<file path="src/rtl/coin_acceptor.sv">
// coin_acceptor: coin sensor front end for the vending FSM.
// Sync, debounce, rise detect, one coin per guard window.
module coin_acceptor #(
    parameter int DEBOUNCE = 4,
    parameter int GAP      = 3
) (
    input  logic       clk,
    input  logic       reset,
    input  logic       raw_c1,
    input  logic       raw_c5,
    input  logic       raw_c10,
    input  logic       ready,
    output logic       B1,
    output logic       B5,
    output logic       B10,
    output logic       REJECT,
    output logic       busy,
    output logic [7:0] credit_total
);
    localparam int CW = $clog2(DEBOUNCE + 1);
    localparam int GW = $clog2(GAP + 1);

    typedef enum logic {
        S_IDLE,
        S_GAP
    } state_t;

    // channel order: bit0 = 1 leu, bit1 = 5 lei, bit2 = 10 lei
    logic [2:0]    raw;
    logic [2:0]    s1;
    logic [2:0]    s2;
    logic [2:0]    deb;
    logic [2:0]    deb_q;
    logic [2:0]    rise;
    logic [CW-1:0] cnt [3];

    state_t        state_q;
    state_t        state_d;
    logic [GW-1:0] gap_q;
    logic [GW-1:0] gap_d;
    logic [2:0]    b_d;
    logic          rej_d;
    logic [7:0]    coin_val;
    logic [7:0]    credit_d;

    assign raw  = {raw_c10, raw_c5, raw_c1};
    assign rise = deb & ~deb_q;

    // Two-flop sync, then a level only moves after DEBOUNCE agreeing samples
    always_ff @(posedge clk) begin
        if (!reset) begin
            s1    <= '0;
            s2    <= '0;
            deb   <= '0;
            deb_q <= '0;
            for (int i = 0; i < 3; i++) begin
                cnt[i] <= '0;
            end
        end else begin
            s1    <= raw;
            s2    <= s1;
            deb_q <= deb;
            for (int i = 0; i < 3; i++) begin
                if (s2[i] == deb[i]) begin
                    cnt[i] <= '0;
                end else if (cnt[i] == CW'(DEBOUNCE - 1)) begin
                    deb[i] <= ~deb[i];
                    cnt[i] <= '0;
                end else begin
                    cnt[i] <= cnt[i] + CW'(1);
                end
            end
        end
    end

    // Value is zero unless exactly one channel rose
    always_comb begin
        case (rise)
            3'b001:  coin_val = 8'd1;
            3'b010:  coin_val = 8'd5;
            3'b100:  coin_val = 8'd10;
            default: coin_val = 8'd0;
        endcase
    end

    // Admission decision: accept a lone coin when idle and ready
    always_comb begin
        state_d  = state_q;
        gap_d    = gap_q;
        b_d      = 3'b000;
        rej_d    = 1'b0;
        credit_d = credit_total;
        unique case (state_q)
            S_IDLE: begin
                if (rise != 3'b000) begin
                    if (coin_val != 8'd0 && ready) begin
                        b_d      = rise;
                        credit_d = credit_total + coin_val;
                        state_d  = S_GAP;
                        gap_d    = GW'(GAP);
                    end else begin
                        rej_d = 1'b1;
                    end
                end
            end
            S_GAP: begin
                rej_d = |rise;
                if (gap_q == GW'(1)) begin
                    state_d = S_IDLE;
                    gap_d   = '0;
                end else begin
                    gap_d = gap_q - GW'(1);
                end
            end
            default: begin
                state_d = S_IDLE;
                gap_d   = '0;
            end
        endcase
    end

    // Registered state and outputs; reset drops any pending pulse
    always_ff @(posedge clk) begin
        if (!reset) begin
            state_q      <= S_IDLE;
            gap_q        <= '0;
            B1           <= 1'b0;
            B5           <= 1'b0;
            B10          <= 1'b0;
            REJECT       <= 1'b0;
            busy         <= 1'b0;
            credit_total <= 8'd0;
        end else begin
            state_q      <= state_d;
            gap_q        <= gap_d;
            B1           <= b_d[0];
            B5           <= b_d[1];
            B10          <= b_d[2];
            REJECT       <= rej_d;
            busy         <= (state_d == S_GAP);
            credit_total <= credit_d;
        end
    end

endmodule
</file>
<file path="config.mk">
export PLATFORM = sky130hd
export DESIGN_NAME = coin_acceptor
export DESIGN_NICKNAME = d
export VERILOG_FILES = /design/src/rtl/coin_acceptor.sv
export SDC_FILE = /design/constraint.sdc
export NUM_CORES = 1
export LEC_CHECK = 0
export ABC_CLOCK_PERIOD_IN_PS = 1980
export BUFFER_PORTS_ARGS = -buffer_cell sky130_fd_sc_hd__buf_4
export CELL_PAD_IN_SITES_DETAIL_PLACEMENT = 1
export CELL_PAD_IN_SITES_GLOBAL_PLACEMENT = 1
export CORE_UTILIZATION = 40
export DETAILED_ROUTE_END_ITERATION = 8
export PLACE_DENSITY_LB_ADDON = 0.1
export SETUP_SLACK_MARGIN = 0.5
export SKIP_LAST_GASP = 1
export SLEW_MARGIN = 20
export SYNTH_ARGS = -nofsm -noshare
export SYNTH_HDL_FRONTEND = slang
export SYNTH_SLANG_ARGS = --single-unit
</file>
<file path="constraint.sdc">
create_clock -name clk -period 1.98 [get_ports clk]
set_input_delay 0.099 -clock clk [delete_from_list [all_inputs] [get_ports clk]]
set_output_delay 0.099 -clock clk [all_outputs]
set_load 0.02 [all_outputs]
</file>
# After elaboration in Yosys (flattened, before gate mapping)
# Memory sizes are Yosys's and may differ from the RTL's.
# Index checks and enable logic that the tools add are counted.
# totals
register_bits	27
mem_bits_rw	9
in_bits	6
out_inout_bits	13
wordCells	117
mem_count	1
# mem_list
name	words	word_bits	read_ports	rd_clocked_by_memory_dff	wr	line_no	source
cnt	3	3	3	0	3	35	logic [CW-1:0] cnt [3];
# op_classes
n_addsub	5
eq_ne	12
n_mux	55
bitwise_logic	21
n_reduce_logical	10
# op_table
operator	n
$mux W1	39
$mux W3	9
$eq A3 B2 Y1 const B	4
$pmux W4 S3	1
$not A1 Y1	10
$add A3 B1 Y3 const B	3
$or A1 B1 Y1	9
$add A8 B8 Y8	1
$reduce_and A2 Y1	4
$reduce_bool A8 Y1	1
$mux W2	3
$ne A2 B2 Y1 const B	2
$pmux W1 S2	2
$pmux W2 S2	1
$reduce_or A4 Y1	1
$and A3 B3 Y3	1
$eq A1 B1 Y1	3
$eq A3 B1 Y1 const B	1
$eq A3 B3 Y1 const B	1
$not A3 Y3	1
$reduce_and A3 Y1	1
$reduce_bool A3 Y1	1
$reduce_or A3 Y1	1
$eq A2 B1 Y1 const B	1
2 further kinds	2

# Depth between registers and ports, before layout
# Gate-level depths: netlist of the first run.
# logic_depth
ltp_word	9
depth_mapped	10
depth_no_buf	10

# Least setup slack after synthesis of the first run
# No wires, ideal clock.
# synth_timing
path_type	reg-to-reg
start	reg deb[1]
end	reg credit_total[6]
setup_time_ps	70
t_arrival_ps	1987
required_time_ps	1910
setup_slack_ps	-78
path_stages_with_launch	11
path_buffers	0
synth_period_minus_slack_ps	2058
path_cell_list	dfxtp_1 and2b_2 nand2_1 a21oi_1 ha_1 fa_1 a21o_1 a21oi_1 nor2_1 a21o_1 a21oi_1
# synth_between
elab_chain_len	6
elab_cells_between_ends	10
cone_classes	add/sub (1); eq/ne (3); mux (1); bitwise (1); reduce/logical (4)
# synth_lines
item	line_no	source
start: declaration	32	logic [2:0] deb;
start signal: indexed assignment	67	deb[i] <= ~deb[i];
$and A3 B3 Y3 *	47	assign rise = deb & ~deb_q;
parallel branches: the longest is 5 deep, another holds $add A8 B8 Y8	-	
end signal: assignment	141	credit_total <= credit_d;
end: declaration	18	output logic [7:0] credit_total
# Every way passes the cells marked *.
# A chain may end at the register's enable or synchronous reset.

# Worst setup path after layout of the first run
# layout_timing
start	reg deb_q[1]
end	reg credit_total[6]
# layout_between
elab_chain_len	7
elab_cells_between_ends	11
cone_classes	add/sub (1); eq/ne (3); mux (1); bitwise (2); reduce/logical (4)
# layout_lines
item	line_no	source
start: declaration	33	logic [2:0] deb_q;
start signal: assignment	55	deb_q <= '0;
start signal: assignment	62	deb_q <= deb;
$not A3 Y3 *	47	
$and A3 B3 Y3 *	47	
parallel branches: the longest is 5 deep, another holds $add A8 B8 Y8	-	
# Marked as above.

==> flow_metrics.env, run 1 <==
export IMPL_wl_per_cell_um=13.18
export IMPL_via_count=1201
export IMPL_clock_path_buffers=2
export IMPL_synth_top_area_cell="dfxtp_1"
export IMPL_synth_edff_count=9
export IMPL_routed_wl_um=3295
export IMPL_synth_area_top_cells="dfxtp_1, edfxtp_1, ha_1"
export IMPL_yosys_area_share_adder_pct=9.775
export IMPL_syn_area_um2=1613
export IMPL_dp_slack_ps=-98.87
export IMPL_required_ps=2210
export IMPL_cp_start_kind="flip-flop"
export IMPL_ir_drop_mv=0.4832
export IMPL_use_met3_pct=4.861
export IMPL_max_cap_violations=0
export IMPL_post_route_period_util_pct=101.9
export IMPL_num_io_pins=19
export IMPL_violations="negative setup slack"
export IMPL_cpPeakStageDelay_ps=350
export IMPL_fp_dieH_um=65.50
export IMPL_fin_nets=219
export IMPL_setup_viol=3
export IMPL_power_density_nw_per_um2=695.0
export IMPL_period_needed_ps=2017
export IMPL_clock_skew_ps=7.371
export IMPL_hpwl_um=2406
export IMPL_final_area_um2=2143
export IMPL_synth_warnings=0
export IMPL_synth_xor_area_share_pct=3.724
export IMPL_num_rows=22
export IMPL_grt_max_degree=20
export IMPL_final_hold_violation_count=0
export IMPL_first_global_vias=1244
export IMPL_grt_util_met2_pct=32.09
export IMPL_fmax_ghz=0.4958
export IMPL_grt_pass1_wl_um=5637
export IMPL_synthMuxAreaShare_pct=4.965
export IMPL_antenna_found_initial=0
export IMPL_routed_via_density=4.804
export IMPL_ys_ff_latch=36
export IMPL_crit_chain="and2b_2 > nand2_2 > a21oi_2 > ha_2 > fa_2 > a21o_1 > a21oi_2 > nor2_1 > a21o_1 > a21oi_1"
export IMPL_cts_max_level=2
export IMPL_drt_pass1_iterations=4
export IMPL_yosysTopAreaCellShare_pct=33.51
export IMPL_ys_seq_area_share_pct=50.27
export IMPL_cts_sinks=36
export IMPL_core_area_um2=3771
export IMPL_maxSlewViolCount=0
export IMPL_ys_flop_type="dfxtp_1"
export IMPL_dr_first_iter_drc_count=49
export IMPL_start_util_pct=42.77
export IMPL_cts_made_buffers=5
export IMPL_cts_tree="yes"
export IMPL_crit_path_end_kind="flip-flop"
export IMPL_rsz0062_at_grt="yes"
export IMPL_p_leak_nw=0.9298
export IMPL_ys_async_sr_fraction_pct=0
export IMPL_cpMaxStageDelayCell="fa_2"
export IMPL_io_buffer_count=18
export IMPL_avgSynthCellArea_um2=10.47
export IMPL_drc=0
export IMPL_diodes=0
export IMPL_status="finished, violations left"
export IMPL_synth_compound_gate_area_share_pct=8.534
export IMPL_grt_busiest_layer="met2"
export IMPL_grt_use_total_pct=18.18
export IMPL_yosysUniqueCellTypes=34
export IMPL_cp_arrival_ps=2240
export IMPL_use_met1_pct=19.67
export IMPL_clk_pin_slew_ps=70
export IMPL_placed_cells=231
export IMPL_postRouteAntennaNets=0
export IMPL_cts_root_buf="clkbuf_8"
export IMPL_place_congestion=0.7369
export IMPL_cp_max_fo=3
export IMPL_worst_setup_path_type="reg -> reg"
export IMPL_layout_drive_gt1_share_pct=32.67
export IMPL_place_area_um2=1911
export IMPL_hp_class="in -> reg"
export IMPL_netlist_instances=154
export IMPL_die_x_um=65.50
export IMPL_fin_ws_ps=-36.79
export IMPL_die_area_um2=4290
export IMPL_clkLatencyLatePin_ps=290
export IMPL_synth_top_family_by_area="simple AND/OR/NAND/NOR gates"
export IMPL_overflow=0
export IMPL_syn_to_final_growth_pct=32.89
export IMPL_synth_simple_area_share_pct=18.54
export IMPL_stdcell_count=250
[cell usage after synthesis (2+ instances only)]
master and instances:
clkbuf_1 3, dfxtp_1 27, mux2i_1 8, and2_1 9, ha_1 11, nand3_1 3, inv_1 12, nor2b_1 2
edfxtp_1 9, or3_1 3, nand2_1 9, xnor2_1 5, a21o_1 3, nor2_1 21, a21oi_1 5, nand2b_1 5
o21ai_0 2
[power breakdown]
group | leakage, nW | total (W) | internal (W) | switching, W
logic | 0.562 | 0.0000715 | 0.0000341 | 0.0000375
registers | 0.313 | 0.000778 | 0.000770 | 0.00000831
clock network | 0.0541 | 0.000640 | 0.000372 | 0.000268
[metal layers]
layer	wire length [um]	up-vias
li1	-	600
met1	1394	574
met2	1725	19
met3	97	8
met4	77	0
met5	0	-
[cells by family after synthesis]
kind of cell,Yosys count
AND/OR/NAND/NOR,58
multiplexers,8
adder cells (fa/ha/maj),12
AO/OA/AOI/OAI,17
buffers and inverters,16
flip-flops,36
other,1
XOR/XNOR,6
[registers in the layout, indices dropped and copies added, names as in the netlist]
register      count
cnt               9
credit_total      8
deb               3
deb_q             3
s1                3
s2                3
gap_q             2
B1                1
B10               1
B5                1
REJECT            1
state_q           1
[what timing repair did]
item | in CTS | in global routing
pin swaps | 3 | 2
buffers inserted | 5 | 6
setup endpoints to repair | 18 | 24
hold buffers | 0 | 0
gates resized for setup | 7 | 5
[cell type report]
cell class	count	area, um^2
Multi-Input combinational cell	110	830.8
Clock inverter	3	42.54
Fill cell	423	1628
Sequential cell	36	814.5
Inverter	12	45.04
Tap cell	48	60.06
Timing Repair Buffer	36	281.5
Clock buffer	5	68.82
[cells in the final DEF, fill, tap and decap left out, drive strengths merged, types with 6 or more instances in the layout]
cell type and n:
and2 9, mux2i 8, nand2 9, ha 11, edfxtp 9, buf 36, conb 9, inv 12
nor2 21, xnor2 6, dfxtp 27
[metrics by stage]
stage	power, W	hold WS (ps)	setup TNS [ps]	util, %
after floorplan	0.0008361	226.3	0	-
after global placement	0.0008527	306.2	0	50.66
after detailed placement	0.0008598	311.2	-253.5	50.66
after CTS	0.001506	1.350	-125.9	55.01
after global routing	0.001554	10.16	-1039	56.83
final	0.001490	7.936	-96.37	56.83
[critical path: cells and delay by family (launching register included)]
kind	cells	cell delay [ps]
compound gates	5	660
fa+ha+maj	2	530
flops	1	330
simple gates	3	410
[worst paths after layout]
path | startpoint | to | slack [ps] | depth (start not counted)
worst min register to register | s1[2] | s2[2] | 440 | 1
worst max-delay path | deb_q[1] | credit_total[6] | -40 | 10
worst min-delay path | raw_c10 | s1[2] | 8 | 2
worst max register to register | deb_q[1] | credit_total[6] | -40 | 10
Power figures use the tool's default switching activity.
==> inputs of run 2 (changes only) <==
--- a/config.mk
+++ b/config.mk
@@ -5,13 +5,15 @@
 export SDC_FILE = /design/constraint.sdc
 export NUM_CORES = 1
 export LEC_CHECK = 0
+export ABC_AREA = 1
 export ABC_CLOCK_PERIOD_IN_PS = 1980
 export BUFFER_PORTS_ARGS = -buffer_cell sky130_fd_sc_hd__buf_4
 export CELL_PAD_IN_SITES_DETAIL_PLACEMENT = 1
 export CELL_PAD_IN_SITES_GLOBAL_PLACEMENT = 1
-export CORE_UTILIZATION = 40
+export CORE_UTILIZATION = 38
 export DETAILED_ROUTE_END_ITERATION = 8
 export PLACE_DENSITY_LB_ADDON = 0.1
+export RECOVER_POWER = 50
 export SETUP_SLACK_MARGIN = 0.5
 export SKIP_LAST_GASP = 1
 export SLEW_MARGIN = 20
==> run 2 against run 1 <==
Effect of this change: the flow now finishes without violations; sequential cell count is the same; first-iteration DRC count grew 8.2%; non-clock buffer count shrank 1; total power grew 1.0%; final area grew 6.9%; area after synthesis grew 5.4%; setup slack gained 210 ps; core utilization shrank 1.5 points; sequential share of layout area shrank 2.0 points; combinational power grew 120%; highest routed layer unchanged.
==> flow_metrics.env, run 2 <==
export IMPL_status="finished clean"
export IMPL_worst_r2r_path_depth=11
export IMPL_grt_use_total_pct=20.46
export IMPL_ys_seq_area_share_pct=47.72
export IMPL_final_hold_violation_count=0
export IMPL_clkLatencyLatePin_ps=290
export IMPL_fin_nets=277
export IMPL_synth_common_cells="nand2_1, inv_1, dfxtp_1"
export IMPL_ys_async_sr_fraction_pct=0
export IMPL_drt_pass1_iterations=4
export IMPL_layout_drive_gt1_share_pct=26.54
export IMPL_largest_reg_flops=9
export IMPL_period_needed_ps=1809
export IMPL_fp_dieH_um=68.87
export IMPL_fmax_ghz=0.5529
export IMPL_clock_path_buffers=2
export IMPL_holdPathEnd="s2[2]"
export IMPL_cts_sinks=36
export IMPL_dr_first_iter_drc_count=53
export IMPL_cts_root_buf="clkbuf_8"
export IMPL_netlist_instances=210
export IMPL_grt_util_met2_pct=38.35
export IMPL_syn_area_um2=1699
export IMPL_ir_drop_mv=0.3969
export IMPL_synth_area_top_cells="dfxtp_1, edfxtp_1, nand2_1"
export IMPL_grt_pass1_wl_um=6775
export IMPL_largest_register="cnt"
export IMPL_die_x_um=68.87
export IMPL_first_global_vias=1530
export IMPL_ys_ff_latch=36
export IMPL_setup_viol=0
export IMPL_p_int_w=0.001124
export IMPL_core_area_um2=4144
export IMPL_use_met1_pct=20.41
export IMPL_path_common_cell="nand2_1"
export IMPL_cp_arrival_ps=1970
export IMPL_layout_common_cells="nand2_1, inv_1, dfxtp_1"
export IMPL_stdcell_count=310
export IMPL_io_buffer_count=18
export IMPL_num_io_pins=19
export IMPL_power_w=0.001505
export IMPL_die_area_um2=4743
export IMPL_grt_max_degree=16
export IMPL_p_seq_share_pct=53.0
export IMPL_hpwl_um=2941
export IMPL_cpMaxStageDelayCell="dfxtp_1"
export IMPL_r2r_start="deb[1]"
export IMPL_fill_cells=509
export IMPL_place_congestion=0.7725
export IMPL_overflow=0
export IMPL_tightest_slew_ps=537.3
export IMPL_switchingPower_w=0.0003813
export IMPL_synth_top_family_by_area="simple AND/OR/NAND/NOR gates"
export IMPL_diodes=0
export IMPL_cp_start_kind="flip-flop"
export IMPL_reg_top3="cnt x9, credit_total x8"
export IMPL_worstHoldStart="reset"
export IMPL_num_rows=23
export IMPL_max_cap_violations=0
export IMPL_power_density_nw_per_um2=656.6
export IMPL_synth_warnings=0
export IMPL_cpPeakStageDelay_ps=380
export IMPL_synthMuxAreaShare_pct=0
export IMPL_cts_max_level=2
export IMPL_yosysTopAreaCellShare_pct=31.81
export IMPL_crit_chain="nand2_2 > nand3_2 > and2_4 > inv_2 > ha_4 > fa_2 > nand2_1 > nand2_1 > xor2_1 > nand2_1 > a21oi_1"
export IMPL_layout_commonest_cell="nand2_1"
export IMPL_wl_per_cell_um=14.63
export IMPL_synth_edff_count=9
export IMPL_reg2reg_slack_ps=170
export IMPL_relSlewSlack_pct=64.14
export IMPL_postRouteAntennaNets=0
export IMPL_grt_busiest_layer="met2"
export IMPL_cts_made_buffers=5
export IMPL_required_ps=2140
export IMPL_yosysUniqueCellTypes=25
export IMPL_hold_depth=3
export IMPL_avgSynthCellArea_um2=8.091
export IMPL_routed_wl_um=4534
export IMPL_drc=0
export IMPL_worst_setup_path_type="reg -> reg"
export IMPL_synth_top_area_cell="dfxtp_1"
export IMPL_start_util_pct=41.00
export IMPL_cts_tree="yes"
export IMPL_via_count=1530
export IMPL_clock_skew_ps=5.475
export IMPL_maxSlewViolCount=0
export IMPL_sw_frac_of_total_pct=25.34
export IMPL_p_clk_share_pct=36.5
export IMPL_synth_compound_gate_area_share_pct=8.321
export IMPL_crit_path_end_kind="flip-flop"
export IMPL_power_frac_comb_pct=10.4
export IMPL_yosys_area_share_adder_pct=9.278
export IMPL_synth_xor_area_share_pct=1.546
export IMPL_synth_simple_area_share_pct=23.42
export IMPL_ys_flop_type="dfxtp_1"
export IMPL_post_route_period_util_pct=91.35
export IMPL_rsz0062_at_grt="yes"
export IMPL_clk_pin_slew_ps=70
export IMPL_routed_via_density=4.935
export IMPL_synth_most_common_cell="nand2_1"
export IMPL_use_met3_pct=5.428
export IMPL_p_leak_nw=1.068
export IMPL_rr_endpoint="credit_total[4]"
export IMPL_syn_to_final_growth_pct=34.90
export IMPL_cp_max_fo=3
export IMPL_antenna_found_initial=0
export IMPL_placed_cells=284
export IMPL_fin_setup_tns_ps=0
export IMPL_hp_class="in -> reg"
run 2: what timing repair did:
action                                 CTS  global route
cloned                                   0             1
endpoints found under the hold margin    3             0
buffers inserted                         9             5
setup endpoints to repair               11            16
pin swaps                                9            15
gates resized for setup                 19            13
hold buffers                             3             0
run 2: power groups by stage:
| stage | sequential [W] | clock [W] | combinational, W |
|---|---|---|---|
| finish | 0.000798 | 0.000550 | 0.000157 |
| CTS | 0.000796 | 0.000565 | 0.000144 |
| global route | 0.000801 | 0.000601 | 0.000175 |
| detailed placement | 0.000816 | 0 | 0.000123 |
| global placement | 0.000813 | 0 | 0.000113 |
| floorplan | 0.000815 | 0 | 0.0000782 |
run 2: cells by family (layout without fill, tap and decap cells):
logic type                 after synthesis  after routing
buffers and inverters                   43             84
adders and majority gates               12             12
and+or+nand+nor                         89             90
other                                    1              9
AOI/OAI and AO/OA                       26             26
DFF                                     36             36
xor gates and xnor gates                 3              3
run 2: metal layers:
layer / share of wire [%] / vias to the layer above
met3: 4.0 / 16
met5: 0 / -
met1: 36 / 735
met4: 3.7 / 0
met2: 56 / 31
li1: - / 748
run 2: worst max path at each step:
| stage | from | cells after the start | to | slack, ps |
|---|---|---|---|---|
| finish | deb[1] | 11 | credit_total[4] | 170 |
| global route | deb_q[1] | 13 | credit_total[6] | 90 |
| CTS | deb_q[2] | 12 | credit_total[4] | 200 |
| detailed placement | deb[2] | 13 | credit_total[7] | 110 |
| global placement | deb[2] | 13 | credit_total[7] | 240 |
| floorplan | deb[0] | 11 | credit_total[4] | 320 |
run 2: cell type report:
class	count	area [um^2]	area share (%)
multi-input cells	140	930.9	40.61
clock buffers	7	86.33	3.766
flip-flops and latches	36	824.5	35.97
repair buffers	35	221.5	9.662
inverters	41	158.9	6.932
clock inverters	1	7.507	0.3275
well taps	50	62.56	2.729
run 2: stage by stage:
step	util (%)	hold WS, ps	instance area (um^2)	setup slack [ps]
after floorplan	-	196.6	1798	319.6
after global placement	47.98	281.4	1988	239.1
after detailed placement	47.98	291.2	1988	108.3
after CTS	54.11	119.0	2242	195.8
after global routing	55.31	125.6	2292	88.05
final	55.31	118.4	2292	171.2
run 2: worst max-delay path, delay by kind of cell (launching register included):
family	cells	cell delay (ps)
fa+ha+maj	2	520
flops	1	380
compound gates	1	60
buf+inv	1	40
xor+xnor	1	140
simple gates	6	540
